### config.mk
export PLATFORM = sky130hd
export DESIGN_NAME = word_storage_pingpong_ctrl
export DESIGN_NICKNAME = d
export VERILOG_FILES = /design/src/rtl/word_storage_pingpong_ctrl.sv
export SDC_FILE = /design/constraint.sdc
export NUM_CORES = 1
export LEC_CHECK = 0
export BUFFER_PORTS_ARGS = -buffer_cell sky130_fd_sc_hd__buf_4
export CAP_MARGIN = 0
export CELL_PAD_IN_SITES_DETAIL_PLACEMENT = 1
export CELL_PAD_IN_SITES_GLOBAL_PLACEMENT = 2
export CORE_MARGIN = 2
export CORE_UTILIZATION = 25
export DETAILED_ROUTE_END_ITERATION = 8
export GPL_ROUTABILITY_DRIVEN = 0
export PLACE_DENSITY = 0.9
export SKIP_CTS_REPAIR_TIMING = 1
export SYNTH_ARGS = -nofsm -noshare
export SYNTH_HDL_FRONTEND = slang
export SYNTH_SLANG_ARGS = --single-unit
### constraint.sdc
create_clock -name CLK -period 3.2 [get_ports CLK]
set_input_delay 0.16 -clock CLK [delete_from_list [all_inputs] [get_ports CLK]]
set_output_delay 0.16 -clock CLK [all_outputs]
set_load 0.05 [all_outputs]
### src/rtl/word_storage_pingpong_ctrl.sv
// ---------------------------------------------------------------------------
// word_storage_pingpong_ctrl
//
// Ping-pong sequencer for two word_storage banks. The byte writer fills the
// bank selected by wr_sel; closing a word marks that bank full, latches its
// length and flips wr_sel. The reader streams the bank selected by rd_sel
// out over a valid/ready byte interface and frees it with set_empty once the
// last beat is accepted. Both pointers flip in the same order, so words leave
// in the order they were closed.
//
// Ports
//   CLK, rst                       clock, synchronous active-high reset
//   in_din/in_wr_en/in_word_end    byte writer side
//   in_ready                       current write bank can take data
//   err_overflow                   sticky: byte dropped, word too long
//   bank_din/bank_wr_addr          shared write bus to both banks
//   bankN_wr_en/bankN_set_full     per-bank write strobe / close pulse
//   bankN_full                     per-bank full flag
//   bank_rd_addr/bankN_dout        shared asynchronous read port
//   bankN_set_empty                per-bank release pulse (held in reset)
//   out_dout/out_valid/out_last/out_nul/out_rd_en  word stream output
// ---------------------------------------------------------------------------
module word_storage_pingpong_ctrl #(
  parameter int unsigned WORD_MAX_LEN = 16,
  localparam int unsigned AW = (WORD_MAX_LEN > 1) ? $clog2(WORD_MAX_LEN) : 1,
  localparam int unsigned CW = $clog2(WORD_MAX_LEN + 1)
) (
  input  logic          CLK,
  input  logic          rst,
  input  logic [7:0]    in_din,
  input  logic          in_wr_en,
  input  logic          in_word_end,
  output logic          in_ready,
  output logic          err_overflow,
  output logic [7:0]    bank_din,
  output logic [AW-1:0] bank_wr_addr,
  output logic          bank0_wr_en,
  output logic          bank1_wr_en,
  output logic          bank0_set_full,
  output logic          bank1_set_full,
  input  logic          bank0_full,
  input  logic          bank1_full,
  output logic [AW-1:0] bank_rd_addr,
  input  logic [7:0]    bank0_dout,
  input  logic [7:0]    bank1_dout,
  output logic          bank0_set_empty,
  output logic          bank1_set_empty,
  output logic [7:0]    out_dout,
  output logic          out_valid,
  output logic          out_last,
  output logic          out_nul,
  input  logic          out_rd_en
);

  typedef enum logic {
    R_IDLE,
    R_SEND
  } rd_state_t;

  // Write side state
  logic          wr_sel;
  logic [CW-1:0] wcnt;
  logic [CW-1:0] len0;
  logic [CW-1:0] len1;
  logic          err_q;

  // Read side state
  rd_state_t     rd_state;
  rd_state_t     rd_state_next;
  logic          rd_sel;
  logic [AW-1:0] rd_addr;

  // Combinational helpers
  logic          wr_bank_full;
  logic          wr_ok;
  logic          byte_acc;
  logic          byte_fits;
  logic          do_write;
  logic          do_close;
  logic [CW-1:0] wcnt_final;
  logic          rd_bank_full;
  logic [CW-1:0] rd_len;
  logic [7:0]    rd_dout;
  logic          rd_nul;
  logic          rd_last;
  logic          sending;
  logic          beat_acc;
  logic          drain;

  // Write-side decode
  always_comb begin
    wr_bank_full = wr_sel ? bank1_full : bank0_full;
    wr_ok        = ~rst & ~wr_bank_full;
    byte_acc     = in_wr_en & wr_ok;
    byte_fits    = (wcnt < CW'(WORD_MAX_LEN));
    do_write     = byte_acc & byte_fits;
    do_close     = in_word_end & wr_ok;
    // Length recorded on close includes a byte written in the same cycle;
    // byte_fits keeps it from exceeding WORD_MAX_LEN.
    wcnt_final   = do_write ? (wcnt + CW'(1)) : wcnt;
  end

  // Read-side decode and next state
  always_comb begin
    rd_bank_full  = rd_sel ? bank1_full : bank0_full;
    rd_len        = rd_sel ? len1 : len0;
    rd_dout       = rd_sel ? bank1_dout : bank0_dout;
    rd_nul        = (rd_len == '0);
    rd_last       = rd_nul | (CW'(rd_addr) == (rd_len - CW'(1)));
    sending       = (rd_state == R_SEND) & ~rst;
    beat_acc      = sending & out_rd_en;
    drain         = beat_acc & rd_last;
    rd_state_next = rd_state;
    unique case (rd_state)
      R_IDLE:  if (rd_bank_full) rd_state_next = R_SEND;
      R_SEND:  if (drain)        rd_state_next = R_IDLE;
      default: rd_state_next = R_IDLE;
    endcase
  end

  // Outputs; everything is held at 0 in reset except the set_empty pulses,
  // which force both banks back to the write state.
  always_comb begin
    in_ready        = wr_ok;
    err_overflow    = err_q & ~rst;
    bank_din        = rst ? '0 : in_din;
    bank_wr_addr    = rst ? '0 : wcnt[AW-1:0];
    bank0_wr_en     = do_write & ~wr_sel;
    bank1_wr_en     = do_write &  wr_sel;
    bank0_set_full  = do_close & ~wr_sel;
    bank1_set_full  = do_close &  wr_sel;
    bank_rd_addr    = rst ? '0 : rd_addr;
    bank0_set_empty = rst | (drain & ~rd_sel);
    bank1_set_empty = rst | (drain &  rd_sel);
    out_valid       = sending;
    out_dout        = (sending & ~rd_nul) ? rd_dout : '0;
    out_last        = sending & rd_last;
    out_nul         = sending & rd_nul;
  end

  always_ff @(posedge CLK) begin
    if (rst) begin
      wr_sel   <= 1'b0;
      wcnt     <= '0;
      len0     <= '0;
      len1     <= '0;
      err_q    <= 1'b0;
      rd_state <= R_IDLE;
      rd_sel   <= 1'b0;
      rd_addr  <= '0;
    end else begin
      if (do_close) begin
        wcnt   <= '0;
        wr_sel <= ~wr_sel;
        if (wr_sel) len1 <= wcnt_final;
        else        len0 <= wcnt_final;
      end else if (do_write) begin
        wcnt <= wcnt + CW'(1);
      end

      if (byte_acc & ~byte_fits)
        err_q <= 1'b1;

      rd_state <= rd_state_next;
      if (rd_state == R_IDLE)
        rd_addr <= '0;
      else if (beat_acc & ~rd_last)
        rd_addr <= rd_addr + AW'(1);

      if (drain)
        rd_sel <= ~rd_sel;
    end
  end

endmodule

==> reports/qor.json, run 1 <==
{
  "io_buffer_count": {"value": 65},
  "fp.dieH": {"value": 80.1, "unit": "um"},
  "finalSetupTns": {"value": 0, "unit": "ns"},
  "drt-wirelength-per-cell": {"value": 13.8, "unit": "um"},
  "power_density": {"value": 386, "unit": "nW/um2"},
  "post-synth-top-count-cell": {"value": "nor2_1"},
  "antenna_found_initial": {"value": 0},
  "crit_path_kind": {"value": "flip-flop to primary output"},
  "die_area": {"value": 6420, "unit": "um2"},
  "worst_r2r_startpoint": {"value": "rd_sel$_SDFFE_PP0N_"},
  "utilization": {"value": 0.368},
  "timing.hold.worst.start": {"value": "in_wr_en"},
  "postPlaceCellArea": {"value": 1990, "unit": "um2"},
  "seq_area": {"value": 460, "unit": "um2"},
  "first_pass_grt_wire_length": {"value": 6620, "unit": "um"},
  "number_of_detailed_routing_iterations_run_before_antenna_repair": {"value": 4},
  "viasPerCell": {"value": 4.65},
  "first_global_vias": {"value": 1364},
  "post-route-period-util": {"value": 0.910},
  "post-synth-top-area-fraction": {"value": 0.318},
  "critical_path.startpoint": {"value": "rd_sel$_SDFFE_PP0N_"},
  "design_area": {"value": 2040, "unit": "um2"},
  "cts.sinks": {"value": 23},
  "wl": {"value": 4160, "unit": "um"},
  "power_switching_share": {"value": 0.359},
  "drc_errors": {"value": 0},
  "grt.overflow.total": {"value": 0},
  "worst_setup_hold_path_clk_slew": {"value": 0.08, "unit": "ns"},
  "crit_arrival": {"value": 2.75, "unit": "ns"},
  "worst_ep_required_time": {"value": 3.04, "unit": "ns"},
  "cts_buffers": {"value": 3},
  "cts-root-buf": {"value": "clkbuf_8"},
  "power.leakage": {"value": 0.909, "unit": "nW"},
  "mappedNetlistNets": {"value": 202},
  "antenna-diode-count": {"value": 0},
  "post_route_cells_drive_above_1_share": {"value": 0.343},
  "pwr-share-clk": {"value": 0.225},
  "timing.reg2reg.worst_path_depth": {"value": 7},
  "synth_top_flop_cell": {"value": "dfxtp_1"},
  "cts_tree": {"value": "yes"},
  "worstSetupEndpointType": {"value": "primary output"},
  "holdCritPathClass": {"value": "input pin to flip-flop"},
  "syn_avg_cell_area": {"value": 8.62, "unit": "um2"},
  "clock_insertion_delay_at_the_later_pin_of_the_skew_report": {"value": 0.26, "unit": "ns"},
  "die_width": {"value": 80.1, "unit": "um"},
  "drt_first_iter_violations": {"value": 56},
  "multi_input_comb_area": {"value": 936, "unit": "um2"},
  "sequential_group_share_of_total_power": {"value": 0.397},
  "ant_nets_after_route": {"value": 0},
  "achievable-frequency": {"value": 0.344, "unit": "GHz"},
  "synth_cell_type_count": {"value": 46},
  "netlist_instances": {"value": 168},
  "reg2reg_to": {"value": "rd_sel$_SDFFE_PP0N_"},
  "synth_enable_flop_cells": {"value": 0},
  "ioPinCount": {"value": 66},
  "period_minus_slack": {"value": 2.91, "unit": "ns"},
  "nNetsFinal": {"value": 265},
  "dp.final_hpwl": {"value": 3310, "unit": "um"},
  "initial_utilization": {"value": 0.261},
  "yosys_warnings": {"value": 0},
  "internal-power": {"value": 504, "unit": "uW"},
  "vdd_ir_drop_max": {"value": 0.163, "unit": "mV"},
  "tightest_slew": {"value": 0.415, "unit": "ns"},
  "final-setup-viol-count": {"value": 0},
  "outcome": {"value": "finished clean"},
  "core_region_area": {"value": 5540, "unit": "um2"},
  "yosysSeqAreaShare": {"value": 0.318},
  "setup.reg_to_reg.worst_slack": {"value": 0.69, "unit": "ns"},
  "maximum_number_of_pins_on_one_net_before_global_route_repair": {"value": 41},
  "max-clock-path-buffers": {"value": 2},
  "asyncSetResetFlopFracSynth": {"value": 0},
  "number_of_h_tree_levels": {"value": 1},
  "startpoint_type_of_the_worst_setup_path": {"value": "flip-flop"},
  "unrepaired_setup_endpoints_after_global_routing": {"value": "no"},
  "comb_power_share": {"value": 0.378},
  "synth.ff_latch_count": {"value": 23},
  "yosys-top-cells-count": {"value": "nor2_1, dfxtp_1, nor2b_1"},
  "row_count": {"value": 27},
  "power.switching": {"value": 282, "unit": "uW"},
  "slew_viol_final": {"value": 0},
  "ys_top_cells_by_area": {"value": "dfxtp_1, mux2i_1, nor2b_1"},
  "synthDominantAreaCellType": {"value": "dfxtp_1"},
  "finalHoldViolations": {"value": 0},
  "grtUsageTotal": {"value": 0.128},
  "worstPathMaxFanout": {"value": 8},
  "total_via_count_in_the_routed_design": {"value": 1405},
  "slew_headroom": {"value": 0.723},
  "crit_end": {"value": "out_dout[0]"},
  "fillCellCount": {"value": 684},
  "synth_area": {"value": 1450, "unit": "um2"},
  "final.setup_skew": {"value": 0.000773, "unit": "ns"},
  "max_cap_violation_count": {"value": 0},
  "areaGrowthSynthToFinish": {"value": 40.8, "unit": "%"}
}
[metal layers]
| metal | part of all wire | track usage |
|---|---|---|
| met2 | 0.51 | 0.203 |
| met1 | 0.48 | 0.184 |
| met4 | 0 | 0.0254 |
| met5 | 0 | 0 |
| met3 | 0.013 | 0.0169 |
[flip-flops by register name (all words and copies together) (netlist names)]
name / flops
err_q: 1
len0: 5
len1: 5
rd_addr: 4
rd_sel: 1
rd_state: 1
wcnt: 5
wr_sel: 1
[layout by cell type, fill, tap and decap left out, drive strengths merged, types with 3 or more instances in the layout]
| master | count |
|---|---|
| buf | 66 |
| nor2 | 27 |
| dfxtp | 23 |
| nor2b | 21 |
| mux2i | 18 |
| a211oi | 9 |
| nand2 | 8 |
| xnor2 | 6 |
| nand2b | 4 |
| nor3 | 4 |
| clkbuf | 4 |
| and2 | 3 |
| nand3 | 3 |
| xor2 | 3 |
| ha | 3 |
| inv | 3 |
[worst max-delay path, stage by stage, from the launching register on]
cell and delay (ns):
dfxtp_1 0.48, mux2i_2 0.34, ha_1 0.25, or4b_1 0.49, a21oi_2 0.29, nand2b_1 0.33, nor2_1 0.10, buf_4 0.20
[power groups by stage]
stage / combinational, mW / clock (mW) / sequential, mW
5_1_grt: 0.318 / 0.196 / 0.315
2_1_floorplan: 0.218 / 0 / 0.312
3_5_place_dp: 0.299 / 0 / 0.319
6_report: 0.297 / 0.177 / 0.312
4_1_cts: 0.301 / 0.183 / 0.312
3_3_place_gp: 0.296 / 0 / 0.319
[final cells by class]
cell class / instances / share of cell area
clock buffer: 4 / 0.0221
timing repair buffer: 66 / 0.243
tap: 72 / 0.0442
sequential: 23 / 0.226
multi-input combinational: 134 / 0.459
inverter: 3 / 0.00552
[cells by family (layout without fill, tap and decap cells)]
family | Yosys count | in the layout | share of synthesized area
AOI/OAI and AO/OA | 22 | 22 | 0.120
muxes | 20 | 20 | 0.143
adders and majority gates | 3 | 3 | 0.0259
and+or+nand+nor | 80 | 80 | 0.298
buffers and inverters | 11 | 73 | 0.0354
xor gates and xnor gates | 9 | 9 | 0.0596
DFF | 23 | 23 | 0.318
[worst min-delay path by stage]
| stage | end | cells after the start |
|---|---|---|
| CTS | err_q$_SDFFE_PP0P_ | 3 |
| global placement | err_q$_SDFFE_PP0P_ | 3 |
| floorplan | rd_state$_SDFF_PP0_ | 1 |
| global route | err_q$_SDFFE_PP0P_ | 3 |
| detailed placement | err_q$_SDFFE_PP0P_ | 3 |
| finish | err_q$_SDFFE_PP0P_ | 3 |
[metrics by stage]
| step | setup slack, ns | hold WS, ns | std cells | power (mW) |
|---|---|---|---|---|
| 2_1_floorplan | 0.684 | 0.282 | 168 | 0.530 |
| 3_3_place_gp | 0.694 | 0.417 | 298 | 0.614 |
| 3_5_place_dp | 0.589 | 0.431 | 298 | 0.618 |
| 4_1_cts | 0.285 | 0.154 | 302 | 0.796 |
| 5_1_grt | 0.0878 | 0.175 | 302 | 0.828 |
| 6_report | 0.289 | 0.153 | 302 | 0.786 |
No activity file was read; power rests on OpenSTA's default activity.
==> run 2, diff against run 1 <==
--- a/config.mk
+++ b/config.mk
@@ -5,15 +5,15 @@
 export SDC_FILE = /design/constraint.sdc
 export NUM_CORES = 1
 export LEC_CHECK = 0
-export BUFFER_PORTS_ARGS = -buffer_cell sky130_fd_sc_hd__buf_4
 export CAP_MARGIN = 0
 export CELL_PAD_IN_SITES_DETAIL_PLACEMENT = 1
 export CELL_PAD_IN_SITES_GLOBAL_PLACEMENT = 2
 export CORE_MARGIN = 2
-export CORE_UTILIZATION = 25
+export CORE_UTILIZATION = 30
 export DETAILED_ROUTE_END_ITERATION = 8
+export DONT_BUFFER_PORTS = 1
 export GPL_ROUTABILITY_DRIVEN = 0
-export PLACE_DENSITY = 0.9
+export PLACE_DENSITY = 0.82
 export SKIP_CTS_REPAIR_TIMING = 1
 export SYNTH_ARGS = -nofsm -noshare
 export SYNTH_HDL_FRONTEND = slang
==> reports/qor.json, run 2 (synthesized netlist as in run 1, its figures left out) <==
{
  "outcome": {"value": "finished clean"},
  "drt_first_iter_violations": {"value": 17},
  "first_pass_grt_wire_length": {"value": 5290, "unit": "um"},
  "worst_ep_required_time": {"value": 3.36, "unit": "ns"},
  "number_of_h_tree_levels": {"value": 1},
  "slew_headroom": {"value": 0.358},
  "worstPathMaxFanout": {"value": 6},
  "cts-root-buf": {"value": "clkbuf_8"},
  "internal-power": {"value": 477, "unit": "uW"},
  "power.leakage": {"value": 0.637, "unit": "nW"},
  "first_global_vias": {"value": 1112},
  "maximum_number_of_pins_on_one_net_before_global_route_repair": {"value": 41},
  "areaGrowthSynthToFinish": {"value": 13.8, "unit": "%"},
  "clock_insertion_delay_at_the_later_pin_of_the_skew_report": {"value": 0.27, "unit": "ns"},
  "achievable-frequency": {"value": 0.344, "unit": "GHz"},
  "final_common_cell": {"value": "nor2_1"},
  "setup.reg_to_reg.worst_slack": {"value": 0.29, "unit": "ns"},
  "tightest_slew": {"value": 0.961, "unit": "ns"},
  "post-route-period-util": {"value": 0.909},
  "drc_errors": {"value": 0},
  "nNetsFinal": {"value": 209},
  "post-layout-total-power": {"value": 757, "unit": "uW"},
  "largest_registers": {"value": "len0 x5, len1 x5, wcnt x5"},
  "number_of_detailed_routing_iterations_run_before_antenna_repair": {"value": 4},
  "antenna-diode-count": {"value": 0},
  "comb_power_share": {"value": 0.338},
  "dp.final_hpwl": {"value": 2680, "unit": "um"},
  "initial_utilization": {"value": 0.309},
  "pwr-share-clk": {"value": 0.249},
  "ant_nets_after_route": {"value": 0},
  "io_buffer_count": {"value": 0},
  "startpoint_type_of_the_worst_setup_path": {"value": "flip-flop"},
  "post-place-cells": {"value": 222},
  "finalSetupTns": {"value": 0, "unit": "ns"},
  "power_switching_share": {"value": 0.371},
  "finalHoldViolations": {"value": 0},
  "seq_area": {"value": 460, "unit": "um2"},
  "multi_input_comb_area": {"value": 942, "unit": "um2"},
  "design_area": {"value": 1650, "unit": "um2"},
  "mostFrequentLayoutCells": {"value": "nor2_1, dfxtp_1, nor2b_1"},
  "cts_tree": {"value": "yes"},
  "die_area": {"value": 5400, "unit": "um2"},
  "final.setup_skew": {"value": 0.00190, "unit": "ns"},
  "postPlaceCellArea": {"value": 1580, "unit": "um2"},
  "core_region_area": {"value": 4690, "unit": "um2"},
  "worst_setup_hold_path_clk_slew": {"value": 0.09, "unit": "ns"},
  "sequential_group_share_of_total_power": {"value": 0.413},
  "fp.dieH": {"value": 73.5, "unit": "um"},
  "grtUsageTotal": {"value": 0.126},
  "antenna_found_initial": {"value": 0},
  "unrepaired_setup_endpoints_after_global_routing": {"value": "no"},
  "viasPerCell": {"value": 5.40},
  "max-clock-path-buffers": {"value": 2},
  "cts_buffers": {"value": 3},
  "wl": {"value": 3520, "unit": "um"},
  "grt.overflow.total": {"value": 0},
  "final-setup-viol-count": {"value": 0},
  "fillCellCount": {"value": 551},
  "drt-wirelength-per-cell": {"value": 15.4, "unit": "um"},
  "crit_path_kind": {"value": "flip-flop to flip-flop"},
  "ioPinCount": {"value": 66},
  "instances_no_fill": {"value": 228},
  "max_cap_violation_count": {"value": 0},
  "power_density": {"value": 460, "unit": "nW/um2"},
  "crit_arrival": {"value": 3.07, "unit": "ns"},
  "post_route_cells_drive_above_1_share": {"value": 0.132},
  "vdd_ir_drop_max": {"value": 0.234, "unit": "mV"},
  "cts.sinks": {"value": 23},
  "holdCritPathClass": {"value": "input pin to flip-flop"},
  "row_count": {"value": 25},
  "worstSetupEndpointType": {"value": "flip-flop"},
  "die_width": {"value": 73.5, "unit": "um"},
  "period_minus_slack": {"value": 2.91, "unit": "ns"},
  "slew_viol_final": {"value": 0},
  "total_via_count_in_the_routed_design": {"value": 1231},
  "hold-worst-slack": {"value": 0.0452, "unit": "ns"},
  "power.switching": {"value": 281, "unit": "uW"}
}
## run 2: final cells by class
class                      instances  area share
clock inverter                     1     0.00456
multi-input combinational        134       0.572
clock buffer                       3      0.0251
sequential                        23       0.279
inverter                           3     0.00683
timing repair buffer              10      0.0714
tap                               54      0.0410
## run 2: layer usage
metal / track usage / vias up / part of all wire / wire (um)
li1: - / 604 / - / -
met1: 0.149 / 571 / 0.42 / 1470
met2: 0.213 / 48 / 0.50 / 1750
met3: 0.0247 / 8 / 0.060 / 210
met4: 0.0646 / 0 / 0.023 / 82
met5: 0 / - / 0 / 0
## run 2: path summary, 6_finish.rpt
path                            start                  end  depth (start not counted)
setup / recovery  rd_sel$_SDFFE_PP0N_  rd_state$_SDFF_PP0_                          8
setup reg to reg  rd_sel$_SDFFE_PP0N_  rd_state$_SDFF_PP0_                          8
hold / removal               in_wr_en   err_q$_SDFFE_PP0P_                          2
hold reg to reg    err_q$_SDFFE_PP0P_   err_q$_SDFFE_PP0P_                          2
## run 2: power by group through the flow
stage	Combinational, mW	Sequential (mW)	Clock, mW
3_3_place_gp	0.246	0.319	0
2_1_floorplan	0.218	0.312	0
3_5_place_dp	0.251	0.320	0
6_report	0.256	0.313	0.188
4_1_cts	0.251	0.313	0.194
5_1_grt	0.273	0.315	0.204
## run 2: per-stage QoR
step | worst slack, ns | util
floorplan | 0.684 | -
global placement | 0.708 | 0.337
detailed placement | 0.585 | 0.337
CTS | 0.268 | 0.347
global route | 0.110 | 0.351
finish | 0.292 | 0.351
## run 2: worst max-delay path, stage by stage, from the launching register on
cell and delay, ns:
dfxtp_1 0.49, mux2i_2 0.33, ha_1 0.25, or4b_1 0.49
nand3_1 0.11, nand4_2 0.18, o21bai_2 0.23, a311oi_1 0.11
dlygate4sd3_1 0.59
